--- src/rtl/hk_frame_builder_if.sv ---
// hk_frame_builder_if -- byte stream from the housekeeping framer toward the
// telemetry UART/packet mux.
//
// Signals:
//   out_data   8  frame byte (driven by the framer)
//   out_valid  1  out_data holds a valid byte (driven by the framer)
//   out_ready  1  downstream accepts the current byte (driven by the sink)
//
// Modports:
//   master  framer side (drives data/valid, samples ready)
//   slave   sink side   (samples data/valid, drives ready)
interface hk_frame_builder_if;
  logic [7:0] out_data;
  logic       out_valid;
  logic       out_ready;

  modport master (output out_data, output out_valid, input out_ready);
  modport slave  (input out_data, input out_valid, output out_ready);
endinterface

--- src/rtl/hk_frame_builder.sv ---
// hk_frame_builder -- housekeeping telemetry framer.
//
// On frame_tick (while idle) the ten 10-bit housekeeping words are frozen in a
// snapshot and sent as a byte frame:
//   0: SYNC0   1: SYNC1   2: seq_cnt   3..22: words, big-endian per word
//   23: 8-bit modular sum of bytes 2..22 (only when HKF_CKSUM_EN is defined)
//
// Build option:
//   HKF_CKSUM_EN  defined   -> checksum byte present, frame is 24 bytes
//                 undefined -> no accumulator, frame is 23 bytes
//
// Ports:
//   clk50          in   1    system clock, rising edge
//   rst            in   1    asynchronous active-high reset
//   hk_words_flat  in   100  word k at bits [10k+9:10k]
//   frame_tick     in   1    single-cycle frame request
//   out_if         master    byte stream (out_data/out_valid/out_ready)
//   busy           out  1    a frame is in progress
//   seq_cnt        out  8    sequence number of the next frame
//   drop_cnt       out  8    saturating count of ticks ignored while busy
module hk_frame_builder #(
  parameter logic [7:0] SYNC0 = 8'hEB,
  parameter logic [7:0] SYNC1 = 8'h90
) (
  input  logic                clk50,
  input  logic                rst,
  input  logic [99:0]         hk_words_flat,
  input  logic                frame_tick,
  hk_frame_builder_if.master  out_if,
  output logic                busy,
  output logic [7:0]          seq_cnt,
  output logic [7:0]          drop_cnt
);

`ifdef HKF_CKSUM_EN
  localparam int FLEN = 24;
`else
  localparam int FLEN = 23;
`endif
  localparam logic [4:0] LAST_IDX = 5'(FLEN - 1);

  typedef enum logic {IDLE, SEND} state_t;

  state_t      state_q, state_d;
  logic [4:0]  idx_q, idx_d;
  logic [99:0] snap_q, snap_d;
  logic [7:0]  seq_q, seq_d;
  logic [7:0]  drop_q, drop_d;
  logic [7:0]  data_q, data_d;
`ifdef HKF_CKSUM_EN
  logic [7:0]  cksum_q, cksum_d;
`endif

  logic       start;
  logic       xfer;
  logic [4:0] nxt_idx;
  logic [4:0] data_sel;
  logic [7:0] nxt_byte;
  logic [7:0] data_bytes [20];

  assign start    = (state_q == IDLE) && frame_tick;
  assign xfer     = (state_q == SEND) && out_if.out_ready;
  assign nxt_idx  = idx_q + 5'd1;
  assign data_sel = nxt_idx - 5'd3;

  // Snapshot words laid out as the twenty data bytes, high part first.
  for (genvar gi = 0; gi < 10; gi++) begin : g_words
    assign data_bytes[2*gi]   = {6'b0, snap_q[10*gi+8 +: 2]};
    assign data_bytes[2*gi+1] = snap_q[10*gi +: 8];
  end

  // State register plus all datapath flops.
  always_ff @(posedge clk50 or posedge rst) begin
    if (rst) begin
      state_q <= IDLE;
      idx_q   <= 5'd0;
      snap_q  <= '0;
      seq_q   <= 8'h00;
      drop_q  <= 8'h00;
      data_q  <= 8'h00;
`ifdef HKF_CKSUM_EN
      cksum_q <= 8'h00;
`endif
    end else begin
      state_q <= state_d;
      idx_q   <= idx_d;
      snap_q  <= snap_d;
      seq_q   <= seq_d;
      drop_q  <= drop_d;
      data_q  <= data_d;
`ifdef HKF_CKSUM_EN
      cksum_q <= cksum_d;
`endif
    end
  end

  // Next-state logic.
  always_comb begin
    state_d = state_q;
    case (state_q)
      IDLE: if (frame_tick) state_d = SEND;
      SEND: if (xfer && (idx_q == LAST_IDX)) state_d = IDLE;
      default: state_d = IDLE;
    endcase
  end

`ifdef HKF_CKSUM_EN
  // Accumulator is kept separate so the final byte can be taken from its
  // post-add value without a combinational loop through the data mux.
  always_comb begin
    cksum_d = cksum_q;
    if (start)
      cksum_d = 8'h00;
    else if (xfer && (idx_q >= 5'd2) && (idx_q <= 5'd22))
      cksum_d = cksum_q + data_q;
  end
`endif

  // Byte that follows the one currently presented.
  always_comb begin
    nxt_byte = 8'h00;
    if (nxt_idx == 5'd1)
      nxt_byte = SYNC1;
    else if (nxt_idx == 5'd2)
      nxt_byte = seq_q;
    else if (nxt_idx <= 5'd22)
      nxt_byte = data_bytes[data_sel];
`ifdef HKF_CKSUM_EN
    else
      nxt_byte = cksum_d;
`endif
  end

  // Datapath updates: out_data is registered and preloaded one byte ahead so
  // it only changes on an accepted transfer (held while stalled).
  always_comb begin
    idx_d  = idx_q;
    snap_d = snap_q;
    seq_d  = seq_q;
    drop_d = drop_q;
    data_d = data_q;

    if (frame_tick && (state_q != IDLE) && (drop_q != 8'hFF))
      drop_d = drop_q + 8'd1;

    if (start) begin
      snap_d = hk_words_flat;
      idx_d  = 5'd0;
      data_d = SYNC0;
    end else if (xfer) begin
      if (idx_q == LAST_IDX) begin
        seq_d  = seq_q + 8'd1;
        idx_d  = 5'd0;
        data_d = 8'h00;
      end else begin
        idx_d  = nxt_idx;
        data_d = nxt_byte;
      end
    end
  end

  // Outputs.
  always_comb begin
    out_if.out_data  = data_q;
    out_if.out_valid = (state_q == SEND);
    busy             = (state_q != IDLE);
    seq_cnt          = seq_q;
    drop_cnt         = drop_q;
  end

endmodule
--- src/flat_wrapper.sv ---
// flat-port wrapper written by rule: the top's interface ports become plain ports
module hk_frame_builder_flat 
#(
  parameter logic [7:0] SYNC0 = 8'hEB,
  parameter logic [7:0] SYNC1 = 8'h90
)
  (clk50, rst, hk_words_flat, frame_tick, busy, seq_cnt, drop_cnt, out_if_out_data, out_if_out_valid, out_if_out_ready);
  hk_frame_builder_if out_if_i ();
  input  logic clk50;
  input  logic rst;
  input  logic [99:0] hk_words_flat;
  input  logic frame_tick;
  output logic busy;
  output logic [7:0] seq_cnt;
  output logic [7:0] drop_cnt;
  output wire logic [$bits(out_if_i.out_data)-1:0] out_if_out_data;
  output wire logic [$bits(out_if_i.out_valid)-1:0] out_if_out_valid;
  input wire logic [$bits(out_if_i.out_ready)-1:0] out_if_out_ready;
  assign out_if_out_data = out_if_i.out_data;
  assign out_if_out_valid = out_if_i.out_valid;
  assign out_if_i.out_ready = out_if_out_ready;
  hk_frame_builder #(.SYNC0(SYNC0), .SYNC1(SYNC1)) u_core (.clk50(clk50), .rst(rst), .hk_words_flat(hk_words_flat), .frame_tick(frame_tick), .out_if(out_if_i), .busy(busy), .seq_cnt(seq_cnt), .drop_cnt(drop_cnt));
endmodule
--- config.mk ---
export PLATFORM = sky130hd
export DESIGN_NAME = hk_frame_builder_flat
export DESIGN_NICKNAME = d
export VERILOG_FILES = /design/src/rtl/hk_frame_builder_if.sv /design/src/rtl/hk_frame_builder.sv /design/src/flat_wrapper.sv
export SDC_FILE = /design/constraint.sdc
export NUM_CORES = 1
export LEC_CHECK = 0
export BUFFER_PORTS_ARGS = -buffer_cell sky130_fd_sc_hd__buf_4
export CORE_MARGIN = 2
export CORE_UTILIZATION = 40
export DETAILED_ROUTE_END_ITERATION = 8
export PLACE_DENSITY = 0.6
export SLEW_MARGIN = 20
export SYNTH_ARGS = -nofsm -noshare
export SYNTH_HDL_FRONTEND = slang
export SYNTH_SLANG_ARGS = --single-unit
--- constraint.sdc ---
create_clock -name clk50 -period 4.8 [get_ports clk50]
set_clock_uncertainty 0.1 [all_clocks]
set_input_delay 0.48 -clock clk50 [delete_from_list [all_inputs] [get_ports clk50]]
set_output_delay 0.48 -clock clk50 [all_outputs]
set_load 0.02 [all_outputs]
# Yosys cells after proc, flatten, opt, wreduce, memory -nomap -nowiden
# Cells that the tools add are included.
# op_classes
n_addsub	4
magnitude_cmp	2
eq_ne	4
mux	15
bitwise	3
n_reduce_logical	7
# ops
cell	count
two-way mux 8 bit	8
binary-select mux 8 bit (select 5 bit)	1
adder 8 x 1 -> 8 bit (second input constant)	2
two-way mux 5 bit	3
!= test 8 bit (second input constant)	1
>= comparator 6 bit (second input constant)	1
inverter 5 -> 6 bit	1
adder 5 x 1 -> 5 bit (second input constant)	1
== test 5 x 1 -> 1 bit (second input constant)	1
== test 5 x 2 -> 1 bit (second input constant)	1
== test 5 bit (second input constant)	1
less-or-equal comparator 5 bit (second input constant)	1
logical AND 1 bit	5
subtractor 5 x 2 -> 5 bit (second input constant)	1
AND reduction 3 bit	1
two-way mux 1 bit	2
inverter 1 bit	2
case mux 1 bit (2 select lines)	1
nonzero test 2 bit	1
# totals
regBits	130
elab_cells	41

# Longest topological paths before layout
# logic_depth
depth_word	12
depth_mapped	11
depth_no_buf	9

# Worst setup path before layout
# No wires, ideal clock.
# synth_path
kind	flip-flop to flip-flop
from	register u_core.idx_q[0]
to	register u_core.data_q[4], in the netlist u_core.out_if.out_data[4]
arrival_time_ns	2.228
required_ns	4.576
path_slack_ns	2.348
path_stages_with_launch	10
n_path_buf	1
path_cell_list	dfrtp_1 > inv_2 > ha_1 > xnor2_4 > xnor2_4 > buf_6 > mux4_2 > mux2_2 > a22oi_1 > o21ai_1
# synth_between
elab_chain_cells	12
elab_cells_between_ends	16
cone_classes	2 x add/sub; 1 x order compare; 3 x eq/ne; 9 x mux; 1 x bitwise
# synth_rtl
element	line_no	source
start: declaration	hk_frame_builder.sv:45	logic [4:0] idx_q, idx_d;
start signal: assignment	hk_frame_builder.sv:86	idx_q <= idx_d;
adder 5 x 1 -> 5 bit	hk_frame_builder.sv:63	assign nxt_idx = idx_q + 5'd1;
subtractor 5 x 2 -> 5 bit	hk_frame_builder.sv:64	assign data_sel = nxt_idx - 5'd3;
inverter 5 -> 6 bit (not written as such)	hk_frame_builder.sv:127	nxt_byte = data_bytes[data_sel];
binary-select mux 8 bit (select 5 bit)	hk_frame_builder.sv:127	
two-way mux 8 bit (not written as such) (2 in a row)	hk_frame_builder.sv:127	
two-way mux 8 bit	hk_frame_builder.sv:126	else if (nxt_idx <= 5'd22)
two-way mux 8 bit	hk_frame_builder.sv:124	else if (nxt_idx == 5'd2)
two-way mux 8 bit	hk_frame_builder.sv:122	if (nxt_idx == 5'd1)
two-way mux 8 bit (*)	hk_frame_builder.sv:151	if (idx_q == LAST_IDX) begin
two-way mux 8 bit (*)	hk_frame_builder.sv:150	end else if (xfer) begin
two-way mux 8 bit (*)	hk_frame_builder.sv:146	if (start) begin
end signal: assignment	hk_frame_builder.sv:90	data_q <= data_d;
end: declaration	hk_frame_builder.sv:49	logic [7:0] data_q, data_d;
# Every way passes the cells marked *; elsewhere a longest branch is shown, timed or not. The select of a mux whose other input is x is not followed.
# A chain may end at the register's enable or synchronous reset.

# Final worst setup path
# layout_path
from	register u_core.idx_q[0]
to	register u_core.data_q[1], in the netlist u_core.out_if.out_data[1]
# The elaborated chain is that of the path after synthesis.

==> metrics.md <==
| Metric | Value |
|---|---|
| Outcome | `finished clean` |
| Vias/cell | `5.33` |
| GPL Wtd Cong | `0.839` |
| Net Sw Power | `0.00153 W` |
| Global Route Usage Sum | `between 10% and 20%` |
| Worst Path Required | `5000 ps` |
| Share of total power in sequential cells | `32.9%` |
| H-tree lvl count | `4` |
| CP max stage delay | `810 ps` |
| Post-CTS Setup Bufs | `0` |
| Clock latency on the worst-skew pair | `around 420 ps` |
| Number of synthesized register bits | `130` |
| RSZ-0062 raised after global routing | `no` |
| Synth top area share | `48.7%` |
| Drt initial violations | `299` |
| Initial antenna violation count | `0` |
| Most Crowded Layer GR | `met2` |
| Worst setup EP type | `flop` |
| Die Ht | `about 130 um` |
| Slowest stage cell, crit path | `dfrtp_1` |
| RR Endpoint | `u_core.out_if.out_data[1]` |
| WP buf/inv | `1` |
| Starting Density | `40.6%` |
| Dpl hpwl | `12100 um` |
| Layout area overhead | `25.6%` |
| Avg WL per Cell | `18.7 um` |
| Final instance area | `between 8000 and 9000 sq um` |
| First-pass GRT wire length | `27100 um` |
| Worst Hold Path Cells | `2` |
| Clock share of power | `30.1%` |
| Routed WL | `16600 um` |
| Clock Pin Slew Worst Setup and Hold Paths | `around 60 ps` |
| Combinational share of power | `37.0%` |
| Slew HR | `a little over two fifths` |
| Post-Place Cells | `854` |
| Mapped Nets | `646` |
| Top post-synthesis cells by area | `dfrtp_1, mux2_2, mux4_2, nand2_1, o21ai_0` |
| Ys Warns | `0` |
| Reg2reg start | `u_core.idx_q[0]` |
| Hold Crit Class | `input port to flop` |
| Rows | `47` |
| Maximum root-to-sink buffer count | `2` |
| Maxcap violations | `0` |
| Final net count | `765` |
| Met3 Use GR | `~4.9%` |
| # DRC | `0` |
| Highest Clock Rate | `~0.28 GHz` |
| Min-delay src | `hk_words_flat[43]` |
| Lkg Pwr | `~3.7 nW` |
| Share of cells above drive strength 1 | `45.9%` |
| Power Internal | `0.00286 W` |
| Final period utilization | `74.8%` |
| Most frequent cells in the layout | `buf_4, dfrtp_1, mux2_2` |
| Clock sinks | `between 100 and 150` |
| Min cycle time layout | `between 3000 and 4000 ps` |
| Grt total ovfl | `0` |
| Slew Viols, Final | `0` |
| Post-synth top area cell | `dfrtp_1` |
| Placed Area | `7780 sq um` |
| Hold WS | `191 ps` |
| I/O pins | `130` |
| Async SR Flop Fraction | `100%` |
| Vias in the first global route | `4951` |
| Largest net degree at the start of global routing | `68` |
| Root buffer cell | `clkbuf_16` |
| Final setup vio count | `0` |
| Critical path's top delay family | `flip-flops` |
| CP Launch Type | `flop` |
| Reg2reg setup slack | `1210 ps` |
| Net Sw Frac | `35.0%` |
| Via count | `4727` |
| WS Path Type | `flop to flop` |
| CP most frequent cell | `xnor2_4` |
| Drt pass-1 iters | `4` |
| WP data arrival | `3790 ps` |
| Port bufs | `129` |
| CTS Buf Count | `17` |
| Fin. Hold Viols | `0` |
| Core Region | `about 16000 sq um` |
| Mapped Area | `6680 sq um` |
| Slew of the pin with the lowest slew margin | `856 ps` |
| Hold EP | `u_core.snap_q[43]` |
| Synth unique cells | `66` |
| Setup TNS | `0 ps` |
| Finished Layout Cells | `887` |
| Critical-path maximum fanout | `16` |
| Routed Antenna Nets | `0` |
| Syn avg cell area | `12.5 sq um` |
| Die area | `17800 sq um` |
| GR Util met2 | `between 20 and 30%` |
| CTS tree | `built` |
| Pwr/cell area | `523 nW/um^2` |
| Worst r2r path cells | `8` |
| Cells after synthesis | `535` |
| ANT cells | `0` |
| GR Layer Usage met1 | `27.4%` |
| Crit path cell chain | `inv_2 -> ha_1 -> xnor2_4 -> xnor2_4 -> mux2_1 -> o31ai_1 -> o311ai_1 -> a41o_1` |
| Most common cell after layout, fill and taps aside | `buf_4` |
| Width of the die | `133 um` |
| Worst vdd ir | `0.000296 V` |
| Post-synth EDFFs | `0` |
| Top FF cell, synth | `dfrtp_1` |
| Sequential area share after synthesis | `about half` |
[Yosys cell counts, types with 4 or more instances]
cell,number
a21oi_1,13
a22oi_1,8
a31oi_1,5
and2_1,4
and3_1,4
buf_4,4
buf_6,6
clkbuf_1,21
dfrtp_1,130
ha_1,7
inv_1,8
mux2_2,108
mux2i_1,6
mux4_2,13
nand2_1,35
nand3_1,6
nand4_1,5
nor2_1,16
nor3_1,15
nor3b_1,10
o21ai_0,26
o21ai_1,4
o31ai_1,7
xnor2_1,13
xor2_1,4
[worst register-to-register path, delay by kind of cell (launching register included)]
family | cells | cell delay (ps)
fa+ha+maj | 1 | 390
buf+inv | 1 | 280
xor+xnor | 2 | 790
flops | 1 | 810
mux | 1 | 390
compound gates | 3 | 700
[per-stage QoR]
step                      setup WS, ps  power (W)  util (%)
after floorplan                    751    0.00266         -
after global placement            1280    0.00307      47.2
after detailed placement          1190    0.00310      47.2
after CTS                         1170    0.00444      51.0
after global routing               951    0.00465      51.0
final                             1210    0.00439      51.0
[kinds of logic after synthesis]
logic type	synth area share [%]
DFF	48.7
adders and majority gates	1.31
AOI/OAI and AO/OA	9.19
muxes	24.8
xor gates and xnor gates	3.71
buffers and inverters	3.43
and+or+nand+nor	8.84
[worst max-delay path by stage]
stage	startpoint	to	cells past startpoint	slack [ps]
3_3_place_gp	u_core.idx_q[0]	u_core.out_if.out_data[2]	8	1280
6_report	u_core.idx_q[0]	u_core.out_if.out_data[1]	8	1210
4_1_cts	u_core.idx_q[0]	u_core.out_if.out_data[1]	8	1170
5_1_grt	u_core.idx_q[0]	u_core.out_if.out_data[1]	8	950
3_5_place_dp	u_core.idx_q[0]	u_core.out_if.out_data[1]	8	1190
2_1_floorplan	rst	u_core.busy	1	750
[cell type report]
type                       count  area (sq um)
fill                        1466          8070
sequential                   130          3250
multi-input combinational    361          3210
timing repair buffer         135          1020
clock buffer                  21           450
tap                          220           275
clock inverter                11           154
inverter                       9          36.3
[routing by layer]
metal  up-vias  share of wire (%)
li1       2211                  -
met4         0                1.9
met1      2355                 46
met3        21                5.8
met5         -                  0
met2       140                 46
[power by group through the flow]
stage	clock, W	sequential, W	combinational [W]
global route	0.00140	0.00147	0.00178
floorplan	0	0.00143	0.00123
detailed placement	0	0.00146	0.00163
CTS	0.00135	0.00144	0.00164
global placement	0	0.00146	0.00161
finish	0.00132	0.00144	0.00163
[state kept, by name, summed over array words and instances (netlist names)]
register and flops:
u_core.snap_q 100, u_core.drop_cnt 8, u_core.out_if.out_data 8, u_core.seq_cnt 8, u_core.idx_q 5, u_core.busy 1
[what timing repair did]
| action | 4_1_cts | 5_1_grt |
|---|---|---|
| hold endpoints to repair | 32 | 0 |
| resized for setup | 0 | 0 |
| hold buffers | 1 | 0 |
Power figures use the tool's default switching activity.
